==> src/rtl/note_seq_pkg.sv <==
// Shared types and ROM word layout for the note sequencer and the tone generator.
// Word layout is {pitch, dur}; positions below describe the default 6+10 bit word.
// Pitch code 0 is a rest and never drives the tone generator.
package note_seq_pkg;

   typedef enum logic [1:0] {
      IDLE  = 2'd0,
      FETCH = 2'd1,
      LOAD  = 2'd2,
      PLAY  = 2'd3
   } state_t;

   localparam int PITCH_REST = 0;

   localparam int DEF_PITCH_W = 6;
   localparam int DEF_DUR_W   = 10;

   localparam int DUR_LSB   = 0;
   localparam int DUR_MSB   = DUR_LSB + DEF_DUR_W - 1;
   localparam int PITCH_LSB = DUR_MSB + 1;
   localparam int PITCH_MSB = PITCH_LSB + DEF_PITCH_W - 1;

endpackage

==> src/rtl/note_timer.sv <==
// Per-note tick down-counter with a pending-tick flag for ticks seen during fetch.
// Latency: dec/zero/in_gap are combinational views of this clock's update.
// Backpressure: none; ticks arriving while not running are held in one flag.
module note_timer
   import note_seq_pkg::*;
#(
   parameter int DUR_W     = DEF_DUR_W,
   parameter int GAP_TICKS = 5
) (
   input  logic             clk,
   input  logic             clr,
   input  logic             flush,
   input  logic             load,
   input  logic [DUR_W-1:0] dur,
   input  logic             hold,
   input  logic             run,
   input  logic             tick,
   output logic             dec,
   output logic             zero,
   output logic             in_gap
);

   logic [DUR_W-1:0] remaining;
   logic [DUR_W-1:0] rem_dec;
   logic             pending;
   logic             short_note;

   // A held tick is spent on the first running cycle, keeping note length exact.
   assign dec     = run & (tick | pending);
   assign rem_dec = remaining - 1'b1;

   // Both flags describe the count as it will stand after this clock.
   assign zero   = dec && (remaining == DUR_W'(1));
   assign in_gap = dec && !short_note && (rem_dec <= DUR_W'(GAP_TICKS));

   always_ff @(posedge clk or posedge clr) begin
      if (clr) begin
         remaining  <= '0;
         pending    <= 1'b0;
         short_note <= 1'b0;
      end else if (flush) begin
         remaining  <= '0;
         pending    <= 1'b0;
         short_note <= 1'b0;
      end else begin
         if (load) begin
            remaining  <= dur;
            short_note <= (dur <= DUR_W'(GAP_TICKS));
         end else if (dec) begin
            remaining <= rem_dec;
         end

         if (hold) begin
            pending <= 1'b1;
         end else if (dec) begin
            pending <= 1'b0;
         end
      end
   end

endmodule

==> src/rtl/note_sequencer.sv <==
// Walks a note ROM, holding each word's pitch for its duration in tempo ticks.
// Latency: play->FETCH 1 clk, data latched in LOAD, pitch/sounding valid 3 clks after play.
// Backpressure: play=0 pauses to IDLE; ticks during FETCH/LOAD are kept as one pending tick.
module note_sequencer
   import note_seq_pkg::*;
#(
   parameter int ADDR_W    = 8,
   parameter int PITCH_W   = DEF_PITCH_W,
   parameter int DUR_W     = DEF_DUR_W,
   parameter int GAP_TICKS = 5
) (
   input  logic                     clk,
   input  logic                     clr,
   input  logic                     tick,
   input  logic                     play,
   input  logic                     restart,
   input  logic                     loop,
   output logic [ADDR_W-1:0]        rom_addr,
   input  logic [PITCH_W+DUR_W-1:0] rom_data,
   output logic [PITCH_W-1:0]       pitch,
   output logic                     sounding,
   output logic                     busy,
   output logic                     done
);

   state_t              state;
   state_t              state_d;
   logic [ADDR_W-1:0]   addr_d;
   logic [PITCH_W-1:0]  pitch_d;
   logic                sounding_d;
   logic                done_d;

   logic [DUR_W-1:0]    word_dur;
   logic [PITCH_W-1:0]  word_pitch;

   logic                t_flush;
   logic                t_load;
   logic                t_hold;
   logic                t_run;
   logic                t_dec;
   logic                t_zero;
   logic                t_in_gap;

   assign word_dur   = rom_data[DUR_LSB +: DUR_W];
   assign word_pitch = rom_data[DUR_LSB + DUR_W +: PITCH_W];

   // Ticks coincident with restart or pause are dropped, never held or counted.
   assign t_hold = tick & play & ~restart & ((state == FETCH) | (state == LOAD));
   assign t_run  = play & ~restart & (state == PLAY);

   note_timer #(
      .DUR_W     (DUR_W),
      .GAP_TICKS (GAP_TICKS)
   ) u_timer (
      .clk    (clk),
      .clr    (clr),
      .flush  (t_flush),
      .load   (t_load),
      .dur    (word_dur),
      .hold   (t_hold),
      .run    (t_run),
      .tick   (tick),
      .dec    (t_dec),
      .zero   (t_zero),
      .in_gap (t_in_gap)
   );

   always_ff @(posedge clk or posedge clr) begin
      if (clr) begin
         state    <= IDLE;
         rom_addr <= '0;
         pitch    <= '0;
         sounding <= 1'b0;
         busy     <= 1'b0;
         done     <= 1'b0;
      end else begin
         state    <= state_d;
         rom_addr <= addr_d;
         pitch    <= pitch_d;
         sounding <= sounding_d;
         busy     <= (state_d != IDLE);
         done     <= done_d;
      end
   end

   always_comb begin
      state_d    = state;
      addr_d     = rom_addr;
      pitch_d    = pitch;
      sounding_d = sounding;
      done_d     = 1'b0;
      t_flush    = 1'b0;
      t_load     = 1'b0;

      if (restart) begin
         state_d    = IDLE;
         addr_d     = '0;
         pitch_d    = '0;
         sounding_d = 1'b0;
         t_flush    = 1'b0 | 1'b1;
      end else if (!play && (state != IDLE)) begin
         // Pause keeps the address so the interrupted word replays from its start.
         state_d    = IDLE;
         pitch_d    = '0;
         sounding_d = 1'b0;
         t_flush    = 1'b1;
      end else begin
         case (state)
            IDLE: begin
               if (play) begin
                  state_d = FETCH;
               end
            end

            FETCH: begin
               state_d = LOAD;
            end

            LOAD: begin
               if (word_dur == '0) begin
                  addr_d = '0;
                  if (loop) begin
                     state_d = FETCH;
                  end else begin
                     state_d = IDLE;
                     done_d  = 1'b1;
                     t_flush = 1'b1;
                  end
               end else begin
                  t_load     = 1'b1;
                  pitch_d    = word_pitch;
                  sounding_d = (word_pitch != PITCH_W'(PITCH_REST));
                  state_d    = PLAY;
               end
            end

            PLAY: begin
               if (t_dec) begin
                  if (t_zero) begin
                     addr_d     = rom_addr + 1'b1;
                     pitch_d    = '0;
                     sounding_d = 1'b0;
                     state_d    = FETCH;
                  end else begin
                     sounding_d = (pitch != PITCH_W'(PITCH_REST)) && !t_in_gap;
                  end
               end
            end

            default: begin
               state_d = IDLE;
            end
         endcase
      end
   end

endmodule

==> config.mk <==
export PLATFORM = sky130hd
export DESIGN_NAME = note_sequencer
export DESIGN_NICKNAME = d
export VERILOG_FILES = /design/src/rtl/note_seq_pkg.sv /design/src/rtl/note_timer.sv /design/src/rtl/note_sequencer.sv
export SDC_FILE = /design/constraint.sdc
export NUM_CORES = 1
export LEC_CHECK = 0
export ABC_AREA = 1
export BUFFER_PORTS_ARGS = -buffer_cell sky130_fd_sc_hd__buf_4
export CORE_ASPECT_RATIO = 2
export CORE_UTILIZATION = 40
export CTS_CLUSTER_SIZE = 12
export DETAILED_ROUTE_END_ITERATION = 10
export GPL_TIMING_DRIVEN = 0
export RECOVER_POWER = 50
export SYNTH_ARGS = -nofsm -noshare
export SYNTH_HDL_FRONTEND = slang
export SYNTH_SLANG_ARGS = --single-unit
==> constraint.sdc <==
create_clock -name clk -period 2.2 [get_ports clk]
set_input_delay 0.44 -clock clk [delete_from_list [all_inputs] [get_ports clk]]
set_output_delay 0.44 -clock clk [all_outputs]
set_load 0.01 [all_outputs]
======== Word-level counts from Yosys, hierarchy flattened ========
Index checks and enable logic that the tools add are counted.
W data, S select, Z words.
storage, ports and cells
  input bits .............................. 22
  register bits after elaboration ......... 31
  logic and storage cells ................. 100
cells by class
  bitwise logic cells ..................... 9
  add/sub/neg operators ................... 2
  equality and inequality tests ........... 11
  mux-type cells .......................... 45
  $lt $le $gt $ge ......................... 2
  reduce and logical (&&, ||, !) cells .... 22
operators by type and width
  cell                     count
  $mux W8                  5
  $mux W10                 3
  $mux W6                  5
  $mux W1                  22
  $le A10 B3 Y1 const B    2
  $pmux W8 S2              1
  $mux W2                  6
  $pmux W6 S2              1
  $reduce_bool A6 Y1       2
  $eq A10 B1 Y1 const B    1
  $logic_not A10 Y1        1
  $sub A10 B1 Y10 const B  1
  $reduce_bool A3 Y1       3
  $add A8 B1 Y8 const B    1
  $pmux W2 S4              1
  $and A1 B1 Y1            6
  $ne A3 B2 Y1 const B     2
  $reduce_bool A2 Y1       3
  $logic_and A1 B1 Y1      5
  $reduce_and A5 Y1        1
  $eq A2 B2 Y1 const B     2
  $ne A4 B2 Y1 const B     1
  $ne A4 B3 Y1 const B     1
  $ne A4 B4 Y1 const B     1
  11 further kinds         14

======== Longest topological paths before layout ========
Gate-level depths: netlist of the first run.
  depth after elaboration ................. 13
  gate-level depth with buffers ........... 14
  gate-level depth less buffers ........... 14

======== Hierarchy ========
Synthesis of the first run repeated with hierarchy kept, for this count alone.
unflattened totals
  cell total of the unflattened synthesis .. 325
  area, all modules ....................... 2247.2 um2
modules (own cells, without submodules)
  module          times used  area an instance (um2)  cells an instance
  note_sequencer  1           1291.2                  176
  note_timer      1           955.9                   149

======== Worst setup path before layout of the first run ========
No wires, ideal clock.
  kind .................................... register to register
  from .................................... reg state[1]
  to ...................................... reg pitch[2]
  arrival ................................. 1580 ps
  stages on the path, launching flop included .. 11
  period minus slack after synthesis ...... 1697 ps
  required time ........................... 2083 ps
  setup slack ............................. 503 ps
  path buffers ............................ 0
  cell sequence ........................... dfrtp_1 > ha_1 > inv_2 > nor2_8 > nand2_4 > a31oi_1 > o21ai_2 > nor2_4 > nor2_1 > nand2_1 > nand2_1
between the ends
  cells in the longest elaborated chain, start to end .. 6
  elaborated cells between the ends (all ways) .. 15
ends and longest elaborated chain
  what                                RTL line                                     text
  from (decl)                         note_sequencer.sv:26                         state_t state;
  from (signal assigned)              note_sequencer.sv:77                         state <= state_d;
  $eq A2 B2 Y1                        note_sequencer.sv:49, note_sequencer.sv:108
  $and A1 B1 Y1                       note_sequencer.sv:49                         assign t_run = play & ~restart & (state == PLAY);
  $and A1 B1 Y1                       note_timer.sv:29                             assign dec = run & (tick | pending);
  $logic_and A1 B1 Y1                 note_timer.sv:33                             assign zero = dec && (remaining == DUR_W'(1));
  $ne A4 B3 Y1 (no source line)       --
  $reduce_and A4 Y1 (no source line)  --
  to (signal assigned)                note_sequencer.sv:79                         pitch <= pitch_d;
  to (decl)                           note_sequencer.sv:20                         output logic [PITCH_W-1:0] pitch,
Parallel ways exist; a longest one is shown, timed or not.
A chain may end at the register's enable or synchronous reset.

======== Worst setup path after layout of the first run ========
  from .................................... reg state[0]
  to ...................................... reg u_timer.remaining[7]
between the ends
  cells in the longest elaborated chain, start to end .. 6
  elaborated cells between the ends (all ways) .. 15
ends and longest elaborated chain
  what                                                RTL line                                      text
  $eq A2 B2 Y1 or $reduce_bool A2 Y1 (tied branches)  note_sequencer.sv:108, note_sequencer.sv:101
  $mux W1 or $logic_and A1 B1 Y1 (tied branches)      note_sequencer.sv:108, note_sequencer.sv:101
  $mux W1                                             note_sequencer.sv:101                         end else if (!play && (state != IDLE)) begin
  $mux W1                                             note_sequencer.sv:95                          if (restart) begin
  $mux W10                                            note_timer.sv:46                              if (load) begin
  $mux W10                                            note_timer.sv:41                              end else if (flush) begin
  to (signal assigned)                                note_timer.sv:47                              remaining <= dur;
  to (signal assigned)                                note_timer.sv:50                              remaining <= rem_dec;
  to (decl)                                           note_timer.sv:23                              logic [DUR_W-1:0] remaining;
Parallel ways exist; a longest one is shown, timed or not.

==> run_results.csv, run 1 <==
group,metric,value,unit
status,run_status,"complete, no violations",
routing,ant_nets,0,
die,std_cell_rows,37,
logic_synthesis,yosysSeqAreaShare,0.359,
logic_synthesis,yosys.area.top_type,"dfrtp_1",
sta,worst_pin_slew,1090,ps
global_routing,busiest_layer,"met2",
clock_tree,htreeDepth,2,
clock_tree,cts_buffers,5,
global_routing,grt_pass1_wl,9590,um
logic_synthesis,synth_cells,319,
clock_tree,clkSlewWorstSetupHoldPaths,70,ps
logic_synthesis,yosysTopAreaCellShare,0.359,
sta,post-route-period-util,0.913,
global_routing,grt_util_met3,0.0315,
routing,vias,2108,
global_routing,grt_max_degree,32,
setup_path,slowest_stage,"dfrtp_1",
routing,drtIter0Drc,27,
global_routing,grt_pass1_vias,2161,
pwr,p_leak,1.42,nW
clock_tree,cts_max_path_buffers,2,
global_routing,grt_antenna_before_repair,0,
setup_path,path_cells,"inv_1 -> ha_1 -> inv_1 -> a21oi_1 -> nand2_2 -> nand2_1 -> clkbuf_2 -> nand3_1 -> o21ai_1",
finish,drive_gt1_frac,0.159,
routing,dr.pass1.iters,4,
sta,relSlewSlack,0.271,
finish,final_cell_count_no_fill,422,
sta,setup_viol,0,
logic_synthesis,ys.warnings.count,0,
logic_synthesis,synth_area_leaders,"dfrtp_1, nand2_1, inv_1, nand3_1, ha_1",
clock_tree,cts-root-buf,"clkbuf_8",
finish,antennaDiodeCount,0,
sta,period_minus_slack,2010,ps
setup_path,crit_required,2410,ps
setup_path,cp.arrival,2210,ps
clock_tree,clock_latency,280,ps
setup_path,critPathLaunchType,"flop",
sta,clock.fmax,498,MHz
sta,holdWs,123,ps
die,io_pins,39,
logic_synthesis,syn-cell-area,2160,um2
routing,wl_per_cell,13.8,um
finish,finalNetCount,397,
global_routing,grt.total_usage,0.231,
setup_path,crit_fanout,10,
finish,nFillCells,551,
run,cap_violations,0,
logic_synthesis,avgSynthCellArea,6.78,um2
die,initial_core_util,0.417,
clock_tree,cts_tree,"built",
sta,setup_ws,192,ps
pwr,vdd_ir_drop_max,0.000319,V
pwr,p_per_area,596,nW/um2
logic_synthesis,synth_fp_nets,352,
clock_tree,hold_buffers,0,
setup_path,endpoint_kind,"flop",
logic_synthesis,ys_ff_latch,31,
setup_path,critPathKind,"reg -> reg",
global_routing,met2_usage,0.448,
routing,finalWirelength,5800,um
die,dieHeight,106,um
sta,finClkSkew,4.49,ps
placement,numPortBuffers,37,
sta,finalSetupTns,0,ps
die,core,5180,um2
setup_path,crit_family,"buffers and inverters",
placement,place_ws,-26.5,ps
logic_synthesis,synth.distinct_cells,30,
clock_tree,clkSinkCount,31,
die,fp.dieW,54.0,um
sta,rsz0062_at_grt,"no",
global_routing,gr-total-overflow,0,
placement,placedCellCount,414,
routing,drc_errors,0,
setup_path,critPathBufInv,3,
clock_tree,postCtsResizedCells,0,
sta,hold_viol_final,0,
die,die-area,5720,um2
routing,drt-vias-per-instance,5.00,
placement,hpwl,4600,um
sta,drv_slew,0,
setup_path,cpPeakStageDelay,420,ps
clock_tree,postCtsSetupBuffers,0,
finish,syn_to_final_growth,19.6,%
placement,gp_congestion,0.869,
setup_path,cp_common_cell,"inv_1",
worst_hold_path,hp-class,"in -> async",
global_routing,grtUsageMet1,0.222,
## routing by layer
| layer | vias to the layer above | share of wire |
|---|---|---|
| met2 | 34 | 0.58 |
| met5 | - | 0 |
| li1 | 1093 | - |
| met1 | 969 | 0.37 |
| met4 | 0 | 0.022 |
| met3 | 12 | 0.026 |
## cell families (layout without fill, tap and decap cells)
kind of cell | after synthesis | count (layout) | share of synthesized area
flip-flops | 31 | 31 | 0.359
buffers and inverters | 49 | 94 | 0.0897
AO/OA/AOI/OAI | 28 | 28 | 0.0694
adder cells (fa/ha/maj) | 11 | 11 | 0.0637
XOR/XNOR | 2 | 2 | 0.00810
AND/OR/NAND/NOR | 198 | 198 | 0.410
## worst paths after layout
check	from	end	slack (ps)	cells past startpoint
setup / recovery	state[0]	u_timer.remaining[7]	190	9
hold / removal	clr	pitch[3]	120	2
setup reg to reg	state[0]	u_timer.remaining[7]	190	9
hold reg to reg	pitch[0]	pitch[0]	510	2
max in group asynchronous	clr	u_timer.remaining[3]	760	3
min in group clk	rom_data[12]	pitch[2]	390	3
## through the flow
stage | cell area (um2) | utilization | total power [W]
global placement | 2510 | 0.485 | 0.00110
global route | 2580 | 0.499 | 0.00164
finish | 2580 | 0.499 | 0.00154
floorplan | 2160 | - | 0.000943
detailed placement | 2510 | 0.485 | 0.00110
CTS | 2600 | 0.501 | 0.00157
## power by group
group | internal [W] | total [W] | leakage, nW | switching, W
logic | 0.000154 | 0.000434 | 0.948 | 0.000280
registers | 0.000610 | 0.000642 | 0.425 | 0.0000327
clock network | 0.000245 | 0.000465 | 0.0470 | 0.000219
total | 0.00101 | 0.00154 | 1.42 | 0.000532
## flip-flops by register name, indices dropped and copies added, names as in the netlist
| register | flops |
|---|---|
| u_timer.pending | 1 |
| rom_addr | 8 |
| done | 1 |
| pitch | 6 |
| busy | 1 |
| state | 2 |
| u_timer.short_note | 1 |
| sounding | 1 |
| u_timer.remaining | 10 |
## cell type report
cell class | count | area, um2 | share of cell area
inverters | 45 | 169 | 0.0653
flip-flops and latches | 31 | 776 | 0.300
plain buffers | 4 | 26.3 | 0.0102
well taps | 58 | 72.6 | 0.0281
repair buffers | 38 | 251 | 0.0973
clock buffers | 6 | 82.6 | 0.0319
multi-input cells | 239 | 1200 | 0.465
clock inverters | 1 | 5.00 | 0.00194
## cell usage after synthesis, drive strengths merged
cell	number
nor3	8
or2	1
o31ai	1
buf	3
nor3b	1
o21bai	1
nand2	113
nor4	3
a21oi	6
clkbuf	1
nor2	36
dfrtp	31
inv	45
a31oi	1
ha	11
nand4	5
xor2	2
nand3b	1
nand3	30
o21ai	19
## worst reg2reg max path: cells and delay by family, from the launching register on
kind                       cells  cell delay [ps]
buffers and inverters          3              490
and+or+nand+nor                3              480
DFF                            1              420
AOI/OAI and AO/OA              2              280
adders and majority gates      1              260
## cell usage in the layout, fill, tap and decap left out, types with 4 or more instances in the layout
cell,instances
a21oi_1,6
buf_4,28
clkbuf_1,9
clkbuf_8,6
dfrtp_1,31
ha_1,10
inv_1,41
nand2_1,111
nand3_1,30
nand4_1,5
nor2_1,29
nor2_2,4
nor3_1,6
o21ai_0,11
o21ai_1,7
No activity file was read; power rests on OpenSTA's default activity.
==> inputs of run 2 (changes only) <==
Settings changed: CORE_MARGIN set to 3.
==> run 2 against run 1 <==
  * Wire length is 2.2% higher
  * Largest power group unchanged
  * Highest routed layer unchanged
  * Critical endpoint is now u_timer.remaining[6]
  * Via count increased by 2.9%
  * Worst hold slack better by 1.3 ps
  * Register-to-register slack worse by 30 ps
  * First-iteration DRC count is 140% higher
  * Cell count up 0.24%
  * Largest cell class unchanged
  * Critical path type unchanged
==> run_results.csv, run 2 (same netlist as run 1, synthesis figures left out) <==
group,metric,value,unit
status,run_status,"complete, no violations",
routing,drt-vias-per-instance,5.13,
routing,wl_per_cell,14.0,um
finish,biggestRegsByFlops,"u_timer.remaining (10), rom_addr (8), pitch (6)",
setup_path,critPathBufInv,3,
global_routing,grt_pass1_vias,2207,
setup_path,cp_common_cell,"inv_1",
setup_path,endpoint_kind,"flop",
finish,antennaDiodeCount,0,
die,io_pins,39,
routing,finalWirelength,5930,um
global_routing,grt_antenna_before_repair,0,
placement,placedCellCount,414,
setup_path,crit_family,"buffers and inverters",
die,std_cell_rows,37,
worst_hold_path,hp-class,"in -> async",
pwr,vdd_ir_drop_max,0.000377,V
placement,gp_congestion,0.897,
sta,clock.fmax,492,MHz
finish,drive_gt1_frac,0.164,
global_routing,grt.total_usage,0.202,
setup_path,cp.arrival,2250,ps
sta,hold_viol_final,0,
setup_path,slowest_stage,"dfrtp_1",
setup_path,cp.depth,9,
setup_path,cpPeakStageDelay,420,ps
clock_tree,cts_max_path_buffers,2,
global_routing,grt_pass1_wl,9810,um
run,cap_violations,0,
placement,place_ws,-18.2,ps
clock_tree,postCtsSetupBuffers,0,
global_routing,gr-total-overflow,0,
finish,finalInstanceArea,2620,um2
setup_path,crit_fanout,10,
clock_tree,htreeDepth,2,
sta,period_minus_slack,2030,ps
clock_tree,cts_tree,"built",
finish,nFillCells,553,
sta,post-route-period-util,0.924,
placement,numPortBuffers,37,
placement,dpl_cell_area,2510,um2
clock_tree,cts_buffers,5,
global_routing,grt_max_degree,32,
finish,layout_commonest_cell,"nand2_1",
finish,syn_to_final_growth,21.1,%
setup_path,r2r_end,"u_timer.remaining[6]",
routing,drtIter0Drc,64,
pwr,p_leak,1.44,nW
pwr,clock_power_share,0.355,
finish,final_cell_count_no_fill,423,
sta,worst_pin_slew,1090,ps
finish,largest_register_ffs,10,
setup_path,rr_startpoint,"state[0]",
die,fp.dieW,58.0,um
die,core,5180,um2
clock_tree,hold_buffers,0,
finish,finalNetCount,397,
sta,setup_ws,167,ps
pwr,power_frac_seq,0.384,
clock_tree,cts-root-buf,"clkbuf_8",
placement,hpwl,4720,um
pwr,p_sw,0.000544,W
routing,vias,2169,
clock_tree,clkSlewWorstSetupHoldPaths,70,ps
pwr,p_per_area,640,nW/um2
setup_path,crit_required,2410,ps
finish,final_cell_mix,"nand2_1, inv_1, dfrtp_1",
sta,relSlewSlack,0.272,
setup_path,ff2ff_path_depth,9,
setup_path,path_cells,"inv_1 -> ha_1 -> inv_1 -> a21oi_1 -> nand2_2 -> nand2_1 -> clkbuf_2 -> nand3_1 -> o21ai_1",
sta,drv_slew,0,
pwr,pwr-share-comb,0.261,
die,initial_core_util,0.417,
clock_tree,clock_latency,280,ps
clock_tree,clkSinkCount,31,
setup_path,critPathKind,"reg -> reg",
pwr,fin_total_pwr,0.00168,W
pwr,p_int,0.00113,W
setup_path,critPathLaunchType,"flop",
pwr,p_sw_frac,0.325,
setup_path,reg2reg_slack,170,ps
sta,finClkSkew,3.57,ps
sta,setup_viol,0,
die,die-area,6380,um2
routing,dr.pass1.iters,6,
routing,drc_errors,0,
routing,ant_nets,0,
finish,top_register,"u_timer.remaining",
die,dieHeight,110,um
## run 2: per-layer routing
| metal | track usage | vias to the layer above | routed length [um] |
|---|---|---|---|
| met2 | 0.410 | 42 | 3470 |
| met1 | 0.189 | 1019 | 2140 |
| li1 | - | 1096 | - |
| met4 | 0.0912 | 0 | 155 |
| met5 | 0 | - | 0 |
| met3 | 0.0268 | 12 | 164 |
## run 2: power by group through the flow
stage / logic, W / clock network [W] / registers (W)
after floorplan: 0.000285 / 0 / 0.000659
after global placement: 0.000445 / 0 / 0.000654
after detailed placement: 0.000450 / 0 / 0.000655
after CTS: 0.000452 / 0.000615 / 0.000644
after global routing: 0.000507 / 0.000640 / 0.000648
final: 0.000438 / 0.000595 / 0.000644
## run 2: through the flow
step | utilization | hold WS, ps | TNS, ps
3_5_place_dp | 0.485 | 496 | -33.9
3_3_place_gp | 0.485 | 492 | -111
4_1_cts | 0.507 | 387 | 0
2_1_floorplan | - | 471 | 0
5_1_grt | 0.505 | 138 | -18.3
6_report | 0.505 | 124 | 0
## run 2: worst max path at each step
| stage | start | endpoint | slack (ps) |
|---|---|---|---|
| global route | state[0] | u_timer.remaining[0] | -10 |
| floorplan | state[1] | pitch[2] | 500 |
| CTS | state[0] | u_timer.remaining[6] | 2 |
| finish | state[0] | u_timer.remaining[6] | 170 |
| global placement | rom_data[9] | u_timer.remaining[6] | -40 |
| detailed placement | rom_data[9] | u_timer.remaining[6] | -20 |
## run 2: cell type report
cell class	instances	area, um2	area share
tap	58	72.6	0.0277
timing repair buffer	38	255	0.0975
sequential	31	776	0.296
buffer	4	26.3	0.0100
multi-input combinational	239	1200	0.459
clock buffer	6	82.6	0.0315
clock inverter	2	35.0	0.0134
inverter	45	169	0.0645
## run 2: repair_timing
item                                    in CTS  in global routing
endpoints found under the hold margin        0                  0
endpoints found under the setup margin       0                 16
resized for setup                            0                  5
